==> src/rtl/stat_pkg.sv <==
// Shared types, stat indices and gain constants for the pet stat scheduler.
package stat_pkg;

  typedef enum logic [1:0] {
    ST_IDLE   = 2'd0,
    ST_ACTION = 2'd1,
    ST_DECAY  = 2'd2,
    ST_EVENT  = 2'd3
  } state_e;

  typedef enum logic [2:0] {
    ACT_FEED      = 3'd0,
    ACT_PLAY      = 3'd1,
    ACT_MEDICINE  = 3'd2,
    ACT_CLEAN     = 3'd3,
    ACT_SLEEP     = 3'd4,
    ACT_SOCIALIZE = 3'd5,
    ACT_NOP6      = 3'd6,
    ACT_NOP7      = 3'd7
  } action_e;

  localparam int NUM_STATS     = 6;
  localparam int IDX_HUNGER    = 0;
  localparam int IDX_HAPPINESS = 1;
  localparam int IDX_HEALTH    = 2;
  localparam int IDX_HYGIENE   = 3;
  localparam int IDX_ENERGY    = 4;
  localparam int IDX_SOCIAL    = 5;

  localparam logic [2:0] DECAY_LAST = 3'd5;

  localparam logic [3:0] STAT_INIT      = 4'd8;
  localparam logic [3:0] GAIN_FEED      = 4'd4;
  localparam logic [3:0] GAIN_PLAY      = 4'd4;
  localparam logic [3:0] GAIN_MEDICINE  = 4'd4;
  localparam logic [3:0] GAIN_CLEAN     = 4'd4;
  localparam logic [3:0] GAIN_SLEEP     = 4'd6;
  localparam logic [3:0] GAIN_SOCIALIZE = 4'd4;
  localparam logic [3:0] COST_ENERGY    = 4'd1;
  localparam logic [3:0] DECAY_STEP     = 4'd1;

  // Add with a 5-bit intermediate, clamping at 15.
  function automatic logic [3:0] sat_add(input logic [3:0] a, input logic [3:0] b);
    logic [4:0] sum;
    sum = {1'b0, a} + {1'b0, b};
    return sum[4] ? 4'd15 : sum[3:0];
  endfunction

  // Subtract with a 5-bit intermediate; a borrow means the result clamps at 0.
  function automatic logic [3:0] sat_sub(input logic [3:0] a, input logic [3:0] b);
    logic [4:0] diff;
    diff = {1'b0, a} - {1'b0, b};
    return diff[4] ? 4'd0 : diff[3:0];
  endfunction

endpackage

==> src/rtl/stat_scheduler_if.sv <==
// Player action handshake plus the random source feeding the scheduler.
interface stat_scheduler_if;
  logic       action_valid;
  logic [2:0] action_id;
  logic       action_ready;
  logic [7:0] random;

  modport master (output action_valid, output action_id, output random, input action_ready);
  modport slave  (input action_valid, input action_id, input random, output action_ready);
endinterface

==> src/rtl/stat_scheduler_tick_prescaler.sv <==
// Free-running cycle counter producing one decay tick per MAX_COUNT cycles.
module tick_prescaler #(
  parameter logic [23:0] MAX_COUNT = 24'd10_000_000
) (
  input  logic clk,
  input  logic reset,
  output logic tick
);

  logic [23:0] count_q;

  // Count 0..MAX_COUNT-1; tick is registered so it pulses for the one cycle after the wrap edge.
  always_ff @(posedge clk or posedge reset) begin
    if (reset) begin
      count_q <= 24'd0;
      tick    <= 1'b0;
    end else if (count_q == MAX_COUNT - 24'd1) begin
      count_q <= 24'd0;
      tick    <= 1'b1;
    end else begin
      count_q <= count_q + 24'd1;
      tick    <= 1'b0;
    end
  end

endmodule

==> src/rtl/stat_scheduler.sv <==
// Pet stat scheduler: applies player actions, periodic stat decay and random sickness events.
//
// state     | meaning
// ----------+---------------------------------------------------------
// ST_IDLE   | waiting; a pending decay wins over a new action
// ST_ACTION | one cycle applying the latched action
// ST_DECAY  | six cycles, one stat decremented per cycle via idx_q
// ST_EVENT  | one cycle of random sickness, health -1
module stat_scheduler #(
  parameter logic [23:0] MAX_COUNT = 24'd10_000_000
) (
  input  logic                    clk,
  input  logic                    reset,
  stat_scheduler_if.slave         act,
  output logic [3:0]              hunger,
  output logic [3:0]              happiness,
  output logic [3:0]              health,
  output logic [3:0]              hygiene,
  output logic [3:0]              energy,
  output logic [3:0]              social,
  output logic                    busy,
  output logic                    tick
);
  import stat_pkg::*;

  state_e                        state_q;
  action_e                       act_q;
  logic [2:0]                    idx_q;
  logic                          pend_q;
  logic                          busy_q;
  logic [NUM_STATS-1:0][3:0]     stat_q;
  logic                          unused_random_bits;

  tick_prescaler #(.MAX_COUNT(MAX_COUNT)) u_prescaler (
    .clk   (clk),
    .reset (reset),
    .tick  (tick)
  );

  assign act.action_ready   = (state_q == ST_IDLE) && !pend_q;
  assign busy               = busy_q;
  assign unused_random_bits = ^act.random[7:3];

  assign hunger    = stat_q[IDX_HUNGER];
  assign happiness = stat_q[IDX_HAPPINESS];
  assign health    = stat_q[IDX_HEALTH];
  assign hygiene   = stat_q[IDX_HYGIENE];
  assign energy    = stat_q[IDX_ENERGY];
  assign social    = stat_q[IDX_SOCIAL];

  // Scheduler FSM; sole writer of the stat registers. The pending flag clears when IDLE
  // hands off to DECAY, so a tick landing while a decay is already owed is dropped.
  always_ff @(posedge clk or posedge reset) begin
    if (reset) begin
      state_q <= ST_IDLE;
      act_q   <= ACT_NOP6;
      idx_q   <= 3'd0;
      pend_q  <= 1'b0;
      busy_q  <= 1'b0;
      for (int i = 0; i < NUM_STATS; i++) stat_q[i] <= STAT_INIT;
    end else begin
      if ((state_q == ST_IDLE) && pend_q) pend_q <= 1'b0;
      else if (tick)                      pend_q <= 1'b1;

      case (state_q)
        ST_IDLE: begin
          if (pend_q) begin
            state_q <= ST_DECAY;
            idx_q   <= 3'd0;
            busy_q  <= 1'b1;
          end else if (act.action_valid) begin
            state_q <= ST_ACTION;
            act_q   <= action_e'(act.action_id);
            busy_q  <= 1'b1;
          end
        end

        ST_ACTION: begin
          case (act_q)
            ACT_FEED:     stat_q[IDX_HUNGER]  <= sat_add(stat_q[IDX_HUNGER], GAIN_FEED);
            ACT_PLAY: begin
              stat_q[IDX_HAPPINESS] <= sat_add(stat_q[IDX_HAPPINESS], GAIN_PLAY);
              stat_q[IDX_ENERGY]    <= sat_sub(stat_q[IDX_ENERGY], COST_ENERGY);
            end
            ACT_MEDICINE: stat_q[IDX_HEALTH]  <= sat_add(stat_q[IDX_HEALTH], GAIN_MEDICINE);
            ACT_CLEAN:    stat_q[IDX_HYGIENE] <= sat_add(stat_q[IDX_HYGIENE], GAIN_CLEAN);
            ACT_SLEEP:    stat_q[IDX_ENERGY]  <= sat_add(stat_q[IDX_ENERGY], GAIN_SLEEP);
            ACT_SOCIALIZE: begin
              stat_q[IDX_SOCIAL] <= sat_add(stat_q[IDX_SOCIAL], GAIN_SOCIALIZE);
              stat_q[IDX_ENERGY] <= sat_sub(stat_q[IDX_ENERGY], COST_ENERGY);
            end
            default: ;
          endcase
          state_q <= ST_IDLE;
          busy_q  <= 1'b0;
        end

        ST_DECAY: begin
          for (int i = 0; i < NUM_STATS; i++) begin
            if (idx_q == 3'(i)) stat_q[i] <= sat_sub(stat_q[i], DECAY_STEP);
          end
          if (idx_q == DECAY_LAST) begin
            idx_q <= 3'd0;
            if (act.random[2:0] == 3'b000) begin
              state_q <= ST_EVENT;
            end else begin
              state_q <= ST_IDLE;
              busy_q  <= 1'b0;
            end
          end else begin
            idx_q <= idx_q + 3'd1;
          end
        end

        ST_EVENT: begin
          stat_q[IDX_HEALTH] <= sat_sub(stat_q[IDX_HEALTH], DECAY_STEP);
          state_q            <= ST_IDLE;
          busy_q             <= 1'b0;
        end

        default: begin
          state_q <= ST_IDLE;
          busy_q  <= 1'b0;
        end
      endcase
    end
  end

endmodule

==> src/flat_wrapper.sv <==
// flat-port wrapper written by rule: the top's interface ports become plain ports
module stat_scheduler_flat import stat_pkg::*;
#(
  parameter logic [23:0] MAX_COUNT = 24'd10_000_000
)
  (clk, reset, hunger, happiness, health, hygiene, energy, social, busy, tick, act_action_valid, act_action_id, act_random, act_action_ready);
  stat_scheduler_if act_i ();
  input  logic clk;
  input  logic reset;
  output logic [3:0] hunger;
  output logic [3:0] happiness;
  output logic [3:0] health;
  output logic [3:0] hygiene;
  output logic [3:0] energy;
  output logic [3:0] social;
  output logic busy;
  output logic tick;
  input wire logic [$bits(act_i.action_valid)-1:0] act_action_valid;
  input wire logic [$bits(act_i.action_id)-1:0] act_action_id;
  input wire logic [$bits(act_i.random)-1:0] act_random;
  output wire logic [$bits(act_i.action_ready)-1:0] act_action_ready;
  assign act_i.action_valid = act_action_valid;
  assign act_i.action_id = act_action_id;
  assign act_i.random = act_random;
  assign act_action_ready = act_i.action_ready;
  stat_scheduler #(.MAX_COUNT(MAX_COUNT)) u_core (.clk(clk), .reset(reset), .act(act_i), .hunger(hunger), .happiness(happiness), .health(health), .hygiene(hygiene), .energy(energy), .social(social), .busy(busy), .tick(tick));
endmodule
==> config.mk <==
export PLATFORM = sky130hd
export DESIGN_NAME = stat_scheduler_flat
export DESIGN_NICKNAME = d
export VERILOG_FILES = /design/src/rtl/stat_pkg.sv /design/src/rtl/stat_scheduler_if.sv /design/src/rtl/stat_scheduler_tick_prescaler.sv /design/src/rtl/stat_scheduler.sv /design/src/flat_wrapper.sv
export SDC_FILE = /design/constraint.sdc
export NUM_CORES = 1
export LEC_CHECK = 0
export BUFFER_PORTS_ARGS = -buffer_cell sky130_fd_sc_hd__buf_2
export CAP_MARGIN = 0
export CORE_ASPECT_RATIO = 1.2
export CORE_MARGIN = 5
export CORE_UTILIZATION = 64
export CTS_CLUSTER_SIZE = 24
export DETAILED_ROUTE_END_ITERATION = 8
export PLACE_DENSITY_LB_ADDON = 0.08
export SETUP_SLACK_MARGIN = 0.2
export SYNTH_ARGS = -nofsm -noshare
export SYNTH_HDL_FRONTEND = slang
export SYNTH_HIERARCHICAL = 1
export SYNTH_SLANG_ARGS = --single-unit
==> constraint.sdc <==
create_clock -name clk -period 5.7 [get_ports clk]
set_input_delay 0.855 -clock clk [delete_from_list [all_inputs] [get_ports clk]]
set_output_delay 0.855 -clock clk [all_outputs]
set_load 0.005 [all_outputs]
==> results of run 1 <==
[metrics by stage]
stage	setup WS (ps)	hold slack, ps
floorplan	3810	455
global placement	3440	479
detailed placement	3430	487
CTS	3050	499
global route	2920	532
finish	3070	501
[area by class of cell]
cell class	instances	area, sq um
clock buffer	10	128
clock inverter	6	80.1
fill	444	1550
inverter	30	113
multi-input combinational	293	2010
sequential	59	1490
tap	64	80.1
timing repair buffer	37	190
[routing by layer]
metal  track usage, %  part of all wire (%)  up-vias
li1                 -                     -     1521
met1             27.9                    43     1505
met2             39.5                    51      101
met3             2.89                   4.5       16
met4             9.46                   1.5        0
met5                0                     0        -
[synthesized netlist by cell type (all sizes together) (5+ instances only)]
| library cell | instances |
|---|---|
| dfrtp | 51 |
| nor2 | 31 |
| inv | 30 |
| nand2 | 27 |
| a21oi | 21 |
| o21ai | 19 |
| ha | 15 |
| nand3 | 15 |
| xor2 | 10 |
| nand4 | 9 |
| nor3 | 9 |
| buf | 8 |
| clkbuf | 8 |
| dfstp | 8 |
| nor2b | 8 |
| xnor2 | 8 |
| nand2b | 6 |
| nor3b | 6 |
| nor4 | 6 |
| nor4b | 6 |
| o31ai | 6 |
| a31oi | 5 |
| and2 | 5 |
| mux2 | 5 |
| mux2i | 5 |
| or3 | 5 |
| or4 | 5 |
[final timing paths]
| kind | from | endpoint | slack (ps) | depth (start not counted) |
|---|---|---|---|---|
| setup / recovery | u_core/state_q[1] | act_action_ready | 3070 | 4 |
| hold / removal | u_core/u_prescaler/count_q[22] | u_core/u_prescaler/count_q[22] | 500 | 1 |
| min in group asynchronous | reset | u_core/energy[2] | 620 | 3 |
| max in group asynchronous | reset | u_core/u_prescaler/count_q[20] | 4400 | 2 |
| setup reg to reg | u_core/state_q[1] | u_core/energy[3] | 3470 | 6 |
| hold reg to reg | u_core/u_prescaler/count_q[22] | u_core/u_prescaler/count_q[22] | 500 | 1 |
[worst max-delay path: cells and delay by family, from the launching register on]
kind,cells,cell delay [ps]
fa+ha+maj,1,270
simple gates,1,440
flops,1,420
buf+inv,2,320
[registers in the layout (all words and copies together) (netlist names)]
signal and flops:
u_core/u_prescaler/count_q 24, u_core/energy 4, u_core/happiness 4, u_core/health 4
u_core/hunger 4, u_core/hygiene 4, u_core/social 4, u_core/act_q 3
u_core/idx_q 3, u_core/state_q 2, u_core/busy 1, u_core/pend_q 1
u_core/u_prescaler/tick 1
[cells in the final DEF (no fill, tap or decap), types with 6 or more instances in the layout]
cell type,Yosys,final
nand4_1,8,8
o21ai_0,19,19
dfrtp_1,51,51
o31ai_1,6,6
clkbuf_8,0,9
ha_1,15,15
nand2b_1,6,6
nand2_1,27,27
nand3_1,13,13
dfstp_2,8,8
xor2_1,10,10
nor2b_1,8,8
buf_2,7,35
nor3b_1,6,6
nor3_1,9,9
inv_1,30,30
xnor2_1,8,8
a21oi_1,21,21
nor2_1,31,31
[logic make-up (layout without fill, tap and decap cells)]
logic type | Yosys count | after routing | share of synthesized area [%]
simple gates | 155 | 155 | 24.2
compound gates | 95 | 95 | 18.1
flops | 59 | 59 | 40.4
buf+inv | 46 | 83 | 5.03
xor+xnor | 18 | 18 | 4.28
fa+ha+maj | 15 | 15 | 5.10
mux | 10 | 10 | 2.89
[power by group through the flow]
stage          Combinational [mW]  Sequential (mW)  Clock (mW)
2_1_floorplan               0.651            0.606           0
3_3_place_gp                0.795            0.646           0
3_5_place_dp                0.817            0.650           0
4_1_cts                     0.824            0.643       0.413
5_1_grt                     0.922            0.667       0.435
6_report                    0.822            0.645       0.407
==> key figures, run 1 <==
CTS
  – # Post-CTS Setup Buffers: 0
  – Root buf cell: clkbuf_8
  – Clock Latency Late Sink: 330 ps
  – CTS Hold Bufs: 0
  – Clock Sinks: 59
  – CTS Buf Count: 9
  – CTS tree: done
  – Post_cts resized: 0
  – Clk buf depth: 2
  – H-tree Lvls: 3
  – Worst-path clk slew: 70 ps

Detailed routing
  – DR WL/cell: 15.8 microns
  – DRT Pass-1 Iters: 5
  – Post-DRT Antenna Nets: 0
  – DRC Markers: 0
  – DR vias/cell: 6.30
  – DR iter-0 viols: around 290
  – Routed wire length: roughly 8000 microns
  – Via count: 3143

Finish
  – Cell area after layout: 4090 sq um
  – Fin nets: 459
  – Final core occ: between 70 and 80%
  – Ant diodes: 0
  – Share of cells above drive strength 1: 18.4%
  – Fin cells: 499
  – Area growth, synth to finish: 11.0%

Floorplan
  – # rows: 30
  – # IOs: 41
  – Initial core utilization: 65.4%
  – Die Ht: about 93 microns
  – Die Area: ~7400 sq um
  – DIE WIDTH: 79.2 microns
  – Core footprint: 5630 sq um

Synth
  – Post-synth ARST share: between 90% and 100%
  – Top_reg_cell synth: dfrtp_1
  – Syn_nets: 427
  – Post-synth top area cell: dfrtp_1
  – Cells after synthesis: 398
  – Avg Cell Area, Syn: about 9.2 sq um
  – Seq/Total Area, Yosys: between 40% and 50%
  – Synth cell types: 69
  – Count of flip-flops with a built-in enable after synthesis: 0
  – Synth top area cells: dfrtp_1, dfstp_2, ha_1
  – Synth top area share: around a third
  – Mapped Area: 3680 sq um
  – Yosys warns: 6
  – #FFs+latches synth: 59

Setup path
  – Slowest stage cell on the critical path: nor2b_1
  – Arrival @ worst endpoint: between 1500 and 2000 ps
  – CP Cell Sequence: inv_1 -> ha_1 -> nor2b_1 -> buf_2
  – Max FO, Critical Path: 7
  – Worst setup EP type: output pin
  – Critical Setup Path Class: register to output pin
  – Req. time, crit path: between 4000 and 5000 ps
  – Largest stage delay, worst path: 440 ps
  – Startpoint Class: register

Timing
  – Rel. slew slack: about 29%
  – FMAX: 0.380 GHz
  – Final Skew: 10.2 ps
  – Tmin final: ~2600 ps
  – Final Setup Violations: 0
  – Final Hold Fails: 0
  – RSZ-0062 raised after global routing: false
  – Crit share post-route: 46.2%
  – Worst-Margin Slew: 1060 ps
  – TNS Setup: 0 ps
  – Max Slew Vio Count: 0

Power
  – Switching power total: 748 uW
  – P per Cell Area: around 460 nW/um^2
  – Lkg Pwr: 1.79 nW
  – Clk pwr share: 21.7%
  – Internal Power: 1.13 mW
  – Switching share of power: 39.9%
  – Total power: roughly 1.9 mW
  – Maximum vdd drop: 0.242 mV
  – Combinational Power Share: 43.9%
  – Sequential share of power: 34.4%

Global routing
  – Aggregate global routing overflow: 0
  – Antenna violations before repair: 0
  – Vias in the first global route: 2972
  – GRT Total Usage: between 20% and 30%
  – Largest net degree at the start of global routing: 37
  – First-pass GRT wire length: 13400 microns

Placement
  – Inst Count DP: 483
  – GP Congestion: 0.855
  – Dpl hpwl: 5380 microns
  – IO Port Bufs: 35
  – Placed Area: 3880 sq um

Outcome
  – Status: finished clean

Hold path
  – Hold/Removal Path Class: register to register

Flow run
  – Max-cap violations: 0
(Power assumes the default switching activity.)
==> run 2, diff against run 1 <==
Settings changed: CORE_UTILIZATION 64 to 53.
Clock period 5.7 ns to 2.4 ns, I/O delays scaled along.
==> run 2 against run 1 <==
Non-clock buffer count rose by 8; critical path type is now register to register; first-iteration DRC count decreased by 42%; register-to-register slack worse by 3100 ps; wire length grew 1.3%.
==> key figures, run 2 (synthesized netlist as in run 1, its figures left out) <==
Timing
  – Worst-Margin Slew: 650 ps
  – FMAX: around 0.49 GHz
  – Final Setup Violations: 0
  – Final Skew: 10.3 ps
  – Tmin final: slightly above 2000 ps
  – Max Slew Vio Count: 0
  – Rel. slew slack: a little under three fifths
  – TNS Setup: 0 ps
  – Final Hold Fails: 0
  – Hold_ws: 58.4 ps
  – RSZ-0062 raised after global routing: false
  – Crit share post-route: 84.2%

Setup path
  – CP Cell Sequence: inv_1 -> ha_1 -> inv_1 -> o221ai_1 -> mux2i_1 -> a31oi_1
  – R2R Path End: u_core/energy[0]
  – Max FO, Critical Path: 8
  – Critical Setup Path Class: register to register
  – R2R setup slack: 380 ps
  – Slowest stage cell on the critical path: o221ai_1
  – Crit-path most repeated cell: inv_1
  – Critical path's top delay family: compound AO/OA/AOI/OAI gates
  – Crit path buffers/inverters: 2
  – Reg-to-reg startpoint: u_core/state_q[1]
  – Req. time, crit path: ~2600 ps
  – Worst setup EP type: register
  – Largest stage delay, worst path: 560 ps
  – Reg2Reg Depth: 6
  – Arrival @ worst endpoint: 2250 ps
  – Startpoint Class: register

Detailed routing
  – Via count: 3120
  – Routed wire length: 7970 microns
  – DRT Pass-1 Iters: 4
  – DR WL/cell: 15.0 microns
  – DR iter-0 viols: 168
  – DR vias/cell: 5.89
  – Post-DRT Antenna Nets: 0
  – DRC Markers: 0

Global routing
  – Antenna violations before repair: 0
  – GRT Total Usage: 19.6%
  – Vias in the first global route: about 2.9k
  – Aggregate global routing overflow: 0
  – Largest net degree at the start of global routing: 35
  – First-pass GRT wire length: 13600 microns

Floorplan
  – Die Area: 8720 sq um
  – DIE WIDTH: 86.1 microns
  – # IOs: 41
  – Core footprint: between 6000 and 7000 sq um
  – Die Ht: 101 microns
  – # rows: 33
  – Initial core utilization: 54.0%

Flow run
  – Max-cap violations: 0

CTS
  – # Post-CTS Setup Buffers: 0
  – CTS Buf Count: 9
  – CTS tree: done
  – H-tree Lvls: 3
  – Post_cts resized: 0
  – Root buf cell: clkbuf_8
  – CTS Hold Bufs: 0
  – Worst-path clk slew: around 80 ps
  – Clock Latency Late Sink: 340 ps
  – Clock Sinks: 59
  – Clk buf depth: 2

Placement
  – GP Congestion: 0.908
  – Inst Count DP: 514
  – Dpl hpwl: slightly below 6000 microns
  – IO Port Bufs: 35

Finish
  – Commonest cells after routing, fill and taps aside: dfrtp_1, buf_2, nor2_1
  – Most common cell after layout, fill and taps aside: dfrtp_1
  – Share of cells above drive strength 1: between 20% and 30%
  – Fin nets: 467
  – Ant diodes: 0
  – Most flops, register: u_core/u_prescaler/count_q
  – Area growth, synth to finish: 13.8%
  – Reg area: 1490 sq um
  – Max reg flops: 24
  – Fillers: 598
  – Multi-input gate area: 2030 sq um
  – Fin cells: 530

Power
  – Maximum vdd drop: 0.520 mV
  – P per Cell Area: 1070 nW/um^2
  – Lkg Pwr: about 1.8 nW

Outcome
  – Status: finished clean

Hold path
  – Hold/Removal Path Class: input pin to async pin
-- run 2: cell types whose count changed in the layout (fill, tap and decap cells not counted), moves of 2 or more --
cell | previous run | this run
buf_4 | 2 | 10
clkinvlp_4 | 0 | 2
clkinv_2 | 4 | 1
clkinv_4 | 0 | 2
-- run 2: worst register-to-register path: stages, from the launching register on --
cell and delay (ps):
dfrtp_1 420, inv_1 110, ha_1 330, inv_1 160, o221ai_1 560, mux2i_1 270, a31oi_1 50
-- run 2: worst max path at each step --
| stage | from | end | depth (start not counted) |
|---|---|---|---|
| finish | u_core/state_q[1] | u_core/energy[0] | 6 |
| global route | u_core/state_q[1] | u_core/energy[0] | 6 |
| CTS | u_core/state_q[0] | u_core/health[2] | 6 |
| detailed placement | u_core/state_q[0] | u_core/health[2] | 6 |
| global placement | u_core/state_q[0] | u_core/health[2] | 6 |
| floorplan | u_core/state_q[0] | u_core/health[2] | 8 |
-- run 2: stage by stage --
step	worst slack, ps	instance area, sq um	power (mW)	utilization [%]
after floorplan	541	3680	2.99	-
after global placement	349	3970	3.51	58.2
after detailed placement	324	3970	3.55	58.2
after CTS	313	4170	4.48	61.2
after global routing	243	4190	4.86	61.5
final	379	4190	4.48	61.5
-- run 2: cell type report --
class	instances	share of cell area, %
Multi-Input combinational cell	293	48.4
Sequential cell	59	35.5
Timing Repair Buffer	45	5.98
Clock buffer	9	2.96
Inverter	30	2.69
Tap cell	87	2.60
Clock inverter	7	1.82
-- run 2: layer usage --
layer,vias up,GRT usage [%],share of wire [%]
met1,1504,23.4,42
met4,0,8.40,2.0
li1,1545,-,-
met3,15,3.74,3.5
met5,-,0,0
met2,56,34.4,52
-- run 2: power breakdown --
| group | internal (mW) | total [mW] | switching, mW |
|---|---|---|---|
| Combinational | 0.933 | 2.03 | 1.10 |
| Clock | 0.484 | 0.915 | 0.432 |
| Sequential | 1.23 | 1.53 | 0.304 |
